<file path="config.mk">
export PLATFORM = sky130hd
export DESIGN_NAME = pc_sequencer
export DESIGN_NICKNAME = d
export VERILOG_FILES = /design/src/rtl/pc_sequencer.sv
export SDC_FILE = /design/constraint.sdc
export NUM_CORES = 1
export LEC_CHECK = 0
export CAP_MARGIN = 10
export CORE_MARGIN = 3
export CORE_UTILIZATION = 50
export DETAILED_ROUTE_END_ITERATION = 7
export PLACE_DENSITY = 0.88
export SLEW_MARGIN = 20
export SYNTH_ARGS = -nofsm -noshare
export SYNTH_HDL_FRONTEND = slang
export SYNTH_SLANG_ARGS = --single-unit
</file>
<file path="constraint.sdc">
create_clock -name clk -period 3.16 [get_ports clk]
set_input_delay 0.632 -clock clk [delete_from_list [all_inputs] [get_ports clk]]
set_output_delay 0.632 -clock clk [all_outputs]
set_load 0.05 [all_outputs]
</file>
<file path="src/rtl/pc_sequencer.sv">
// PC-update sequencer for a multicycle CPU: drives the PC source mux select,
// PC/EPC load enables and the exception-vector fetch sequence.
module pc_sequencer #(
    parameter int          MEM_LAT    = 2,
    parameter logic [31:0] VEC_OPCODE = 32'd253,
    parameter logic [31:0] VEC_OVF    = 32'd254,
    parameter logic [31:0] VEC_DIV0   = 32'd255
) (
    input  logic        clk,
    input  logic        reset,
    input  logic        req,
    input  logic [2:0]  kind,
    input  logic        branch_taken,
    input  logic        exc_opcode,
    input  logic        exc_ovf,
    input  logic        exc_div0,
    output logic [2:0]  PCSource,
    output logic        PCWrite,
    output logic        EPCWrite,
    output logic        mem_read,
    output logic [31:0] exc_addr,
    output logic [1:0]  exc_cause,
    output logic        busy,
    output logic        done
);

    typedef enum logic [2:0] {
        S_IDLE     = 3'd0,
        S_UPDATE   = 3'd1,
        S_EXC_EPC  = 3'd2,
        S_EXC_WAIT = 3'd3,
        S_EXC_LOAD = 3'd4
    } state_t;

    // EXC_WAIT exits when the counter reaches zero, so it is loaded with MEM_LAT-2.
    localparam logic [3:0] WAIT_INIT = (MEM_LAT > 1) ? 4'(MEM_LAT - 2) : 4'd0;

    state_t      state_q, state_d;
    logic [2:0]  kind_q, kind_d;
    logic        taken_q, taken_d;
    logic [31:0] vec_q, vec_d;
    logic [1:0]  cause_q, cause_d;
    logic [3:0]  cnt_q, cnt_d;

    logic [2:0]  pc_source_q, pc_source_d;
    logic        pc_write_q, pc_write_d;
    logic        epc_write_q, epc_write_d;
    logic        mem_read_q, mem_read_d;
    logic [31:0] exc_addr_q, exc_addr_d;
    logic        busy_q, busy_d;
    logic        done_q, done_d;

    logic        kind_rsvd_s;
    logic        exc_any_s;

    assign kind_rsvd_s = (kind > 3'd4);
    assign exc_any_s   = kind_rsvd_s | exc_opcode | exc_ovf | exc_div0;

    // Next-state, latched request fields and exception cause selection.
    always_comb begin
        state_d = state_q;
        kind_d  = kind_q;
        taken_d = taken_q;
        vec_d   = vec_q;
        cause_d = cause_q;
        cnt_d   = cnt_q;
        case (state_q)
            S_IDLE: begin
                if (req) begin
                    kind_d  = kind;
                    taken_d = branch_taken;
                    if (exc_any_s) begin
                        state_d = S_EXC_EPC;
                        if (kind_rsvd_s || exc_opcode) begin
                            cause_d = 2'b01;
                            vec_d   = VEC_OPCODE;
                        end else if (exc_div0) begin
                            cause_d = 2'b11;
                            vec_d   = VEC_DIV0;
                        end else begin
                            cause_d = 2'b10;
                            vec_d   = VEC_OVF;
                        end
                    end else begin
                        state_d = S_UPDATE;
                    end
                end else begin
                    state_d = S_IDLE;
                end
            end
            S_UPDATE: begin
                state_d = S_IDLE;
            end
            S_EXC_EPC: begin
                if (MEM_LAT > 1) begin
                    state_d = S_EXC_WAIT;
                    cnt_d   = WAIT_INIT;
                end else begin
                    state_d = S_EXC_LOAD;
                end
            end
            S_EXC_WAIT: begin
                if (cnt_q == 4'd0) begin
                    state_d = S_EXC_LOAD;
                end else begin
                    cnt_d = cnt_q - 4'd1;
                end
            end
            S_EXC_LOAD: begin
                state_d = S_IDLE;
            end
            default: begin
                state_d = S_IDLE;
            end
        endcase
    end

    // Outputs are decoded from the next state so they are valid in the cycle the state is entered.
    always_comb begin
        pc_source_d = 3'd0;
        pc_write_d  = 1'b0;
        epc_write_d = 1'b0;
        mem_read_d  = 1'b0;
        exc_addr_d  = 32'd0;
        done_d      = 1'b0;
        busy_d      = (state_d != S_IDLE);
        case (state_d)
            S_UPDATE: begin
                done_d = 1'b1;
                case (kind_d)
                    3'd0, 3'd3: begin
                        pc_source_d = 3'b001;
                        pc_write_d  = 1'b1;
                    end
                    3'd1: begin
                        if (taken_d) begin
                            pc_source_d = 3'b010;
                            pc_write_d  = 1'b1;
                        end else begin
                            pc_source_d = 3'b000;
                            pc_write_d  = 1'b0;
                        end
                    end
                    3'd2: begin
                        pc_source_d = 3'b000;
                        pc_write_d  = 1'b1;
                    end
                    3'd4: begin
                        pc_source_d = 3'b100;
                        pc_write_d  = 1'b1;
                    end
                    default: begin
                        pc_source_d = 3'b000;
                        pc_write_d  = 1'b0;
                    end
                endcase
            end
            S_EXC_EPC: begin
                epc_write_d = 1'b1;
                mem_read_d  = 1'b1;
                exc_addr_d  = vec_d;
            end
            S_EXC_WAIT: begin
                mem_read_d = 1'b1;
                exc_addr_d = vec_d;
            end
            S_EXC_LOAD: begin
                pc_source_d = 3'b011;
                pc_write_d  = 1'b1;
                done_d      = 1'b1;
                exc_addr_d  = vec_d;
            end
            default: begin
                done_d = 1'b0;
            end
        endcase
    end

    // State, latched fields and registered outputs.
    always_ff @(posedge clk) begin
        if (reset) begin
            state_q     <= S_IDLE;
            kind_q      <= 3'd0;
            taken_q     <= 1'b0;
            vec_q       <= 32'd0;
            cause_q     <= 2'b00;
            cnt_q       <= 4'd0;
            pc_source_q <= 3'd0;
            pc_write_q  <= 1'b0;
            epc_write_q <= 1'b0;
            mem_read_q  <= 1'b0;
            exc_addr_q  <= 32'd0;
            busy_q      <= 1'b0;
            done_q      <= 1'b0;
        end else begin
            state_q     <= state_d;
            kind_q      <= kind_d;
            taken_q     <= taken_d;
            vec_q       <= vec_d;
            cause_q     <= cause_d;
            cnt_q       <= cnt_d;
            pc_source_q <= pc_source_d;
            pc_write_q  <= pc_write_d;
            epc_write_q <= epc_write_d;
            mem_read_q  <= mem_read_d;
            exc_addr_q  <= exc_addr_d;
            busy_q      <= busy_d;
            done_q      <= done_d;
        end
    end

    assign PCSource  = pc_source_q;
    assign PCWrite   = pc_write_q;
    assign EPCWrite  = epc_write_q;
    assign mem_read  = mem_read_q;
    assign exc_addr  = exc_addr_q;
    assign exc_cause = cause_q;
    assign busy      = busy_q;
    assign done      = done_q;

endmodule

</file>
==> impl_metrics.json <==
{
  "setup_viol": 0,
  "final_antenna_net_count": 0,
  "path_max_fanout": 24,
  "globalRouteOverflowTotal": 0,
  "viasPerCell": 5.05,
  "setup_tns_ps": 0,
  "slew_violations": 0,
  "syn_area_per_cell_um2": 10.7,
  "vias": 1819,
  "cts-hold-fix-buffers": 0,
  "area_growth_syn_to_layout_pct": 28.9,
  "synth-seq-cells": 81,
  "io_pins": 52,
  "rsz0062_at_grt": "false",
  "crit_path_start_kind": "primary input",
  "nNetsFinal": 300,
  "yosys.cell_types.count": 34,
  "dr.first_iter.drc_count": 159,
  "finalCriticalPeriod_ps": 2410,
  "die_w_um": 77.8,
  "start_util": 0.532,
  "min_to": "vec_q[7]",
  "worstSkewPairLatency_ps": 340,
  "worst_pin_slew_ps": 1040,
  "dp_hpwl_um": 3010,
  "dr.pass1.iters": 4,
  "netlist.top_cell.by_area": "dfxtp_1",
  "slowest_delay_ps": 920,
  "postSynthCellCount": 240,
  "finalHoldViolCount": 0,
  "min_path_cells": 2,
  "pwr_density_cell_nw_per_um2": 614,
  "criticalPathCategory": "primary input to register",
  "grtUsageTotal": 0.177,
  "numCtsBuffers": 9,
  "grt_pass1_wl_um": 8300,
  "htreeDepth": 3,
  "setup.worst_path.start": "kind[1]",
  "fillers": 353,
  "drt-total-wl_um": 4880,
  "crit_chain": "clkdlybuf4s50_1 -> o21ai_0 -> a21oi_2 -> nor3b_1",
  "cap_violations": 0,
  "die_y_um": 77.8,
  "max-clock-path-buffers": 2,
  "r2r_slack_ps": 1100,
  "yosysTopAreaCellShare": 0.629,
  "root_buffer": "clkbuf_8",
  "layout_commonest_cell": "dfxtp_1",
  "synth_area_um2": 2580,
  "fin_area_um2": 3330,
  "layout-drive-gt1-share": 0.0819,
  "yosysWarnings": 0,
  "antenna_found_initial": 0,
  "max_slew_margin": 0.304,
  "min_from": "vec_q[7]",
  "ys_seq_area_frac": 0.629,
  "ff2ff_path_depth": 3,
  "max_freq_ghz": 0.414,
  "diodes": 0,
  "drc": 0,
  "io_buffers": 51,
  "cp_slowest_cell": "a21oi_2",
  "grt_max_degree": 56,
  "gp_congestion": 0.733,
  "end_kind": "register",
  "r2r_start": "state_q[0]",
  "path_buf_inv": 1,
  "p_leak_nw": 1.22,
  "row_count": 25,
  "dieArea_um2": 6060,
  "finalClockSkew_ps": 7.44,
  "finalCritPeriodShare": 0.764,
  "tritoncts": "built",
  "path_delay_family": "compound AO/OA/AOI/OAI gates",
  "status": "finished, final reports clean",
  "ctsResizeCount": 0,
  "wl_per_cell_um": 13.5,
  "required_ps": 3350,
  "cts_setup_buffers": 0,
  "ir_drop_mv": 0.390,
  "coreArea_um2": 4850,
  "synth.net_count": 252,
  "ys_top_cells_by_area": "dfxtp_1 63%, nor3b_1 7.3%, and2_1 5.8%",
  "worstPathArrival_ps": 2600,
  "dpl_cell_area_um2": 3120,
  "hold_path.class": "register to register",
  "path_clk_slew_ps": 80,
  "final_cell_mix": "81 x dfxtp_1, 50 x clkdlybuf4s50_1, 26 x a21oi_1",
  "clock_sinks": 81,
  "r2r_end": "vec_q[12]",
  "grt_pass1_vias": 1754
}
how the worst max path moves through the flow:
stage,end,slack (ps),depth (start not counted)
after global routing,vec_q[16],530,4
after detailed placement,vec_q[25],440,4
after CTS,vec_q[25],760,4
after global placement,vec_q[14],540,4
after floorplan,PCSource[0],1160,4
final,vec_q[12],750,4
metal layers:
layer  GRT usage  part of all wire  vias to the layer above
li1            -                 -                      905
met1       0.215              0.43                      848
met2       0.282              0.49                       59
met3      0.0568             0.062                        7
met4      0.0836             0.020                        0
met5           0                 0                        -
logic make-up after synthesis:
family / share of synthesized area
simple gates: 0.212
flops: 0.629
compound gates: 0.100
buf+inv: 0.0461
fa+ha+maj: 0.00970
xor+xnor: 0.00340
where the power goes:
part           switching (W)  internal (W)  leakage, nW  total, W
registers          0.0000141       0.00105        0.657   0.00106
logic               0.000141     0.0000670        0.461  0.000208
clock network       0.000355      0.000414        0.104  0.000769
sequential cells by signal, indices dropped and copies added, names as in the netlist:
| name | cells |
|---|---|
| state_q | 3 |
| mem_read | 1 |
| exc_addr | 32 |
| EPCWrite | 1 |
| PCWrite | 1 |
| cnt_q | 4 |
| busy | 1 |
| vec_q | 32 |
| PCSource | 3 |
| exc_cause | 2 |
| done | 1 |
area by class of cell:
type / count / area, um2 / area share
well taps: 67 / 83.8 / 0.0252
repair buffers: 54 / 528 / 0.159
inverters: 10 / 37.5 / 0.0113
clock buffers: 13 / 159 / 0.0478
flip-flops and latches: 81 / 1620 / 0.488
multi-input cells: 132 / 848 / 0.255
clock inverters: 3 / 47.5 / 0.0143
worst min-delay path: stages (launching register included):
cell and delay [ps]:
dfxtp_1 320, inv_1 50, a21oi_1 50
synth_stat cells:
master / number
a21oi_1: 27
o21ai_0: 8
nor4_1: 2
o31a_1: 1
or3_1: 1
o31ai_1: 3
o21a_1: 1
inv_1: 10
nor4b_1: 1
nor3_1: 1
a221oi_1: 1
nor4bb_1: 1
nand2_1: 10
and2_1: 24
or4_4: 1
nor2_1: 1
or3b_2: 1
o21ai_1: 1
nor2b_1: 3
nand2b_1: 4
o22a_1: 1
dfxtp_1: 81
nand4b_1: 2
clkbuf_1: 13
nand3_1: 1
nand4_1: 3
or2_2: 1
buf_6: 2
buf_2: 2
a211oi_1: 3
nor3b_1: 25
ha_1: 2
xor2_1: 1
or4b_4: 1
stage by stage:
step | setup WS (ps) | std cells | utilization | total power [W] | hold slack [ps]
2_1_floorplan | 1160 | 240 | - | 0.00123 | 421
3_3_place_gp | 541 | 344 | 0.643 | 0.00129 | 431
3_5_place_dp | 445 | 344 | 0.643 | 0.00129 | 436
4_1_cts | 760 | 360 | 0.686 | 0.00205 | 452
5_1_grt | 531 | 360 | 0.686 | 0.00211 | 466
6_report | 746 | 360 | 0.686 | 0.00204 | 450
Power figures use the tool's default switching activity.
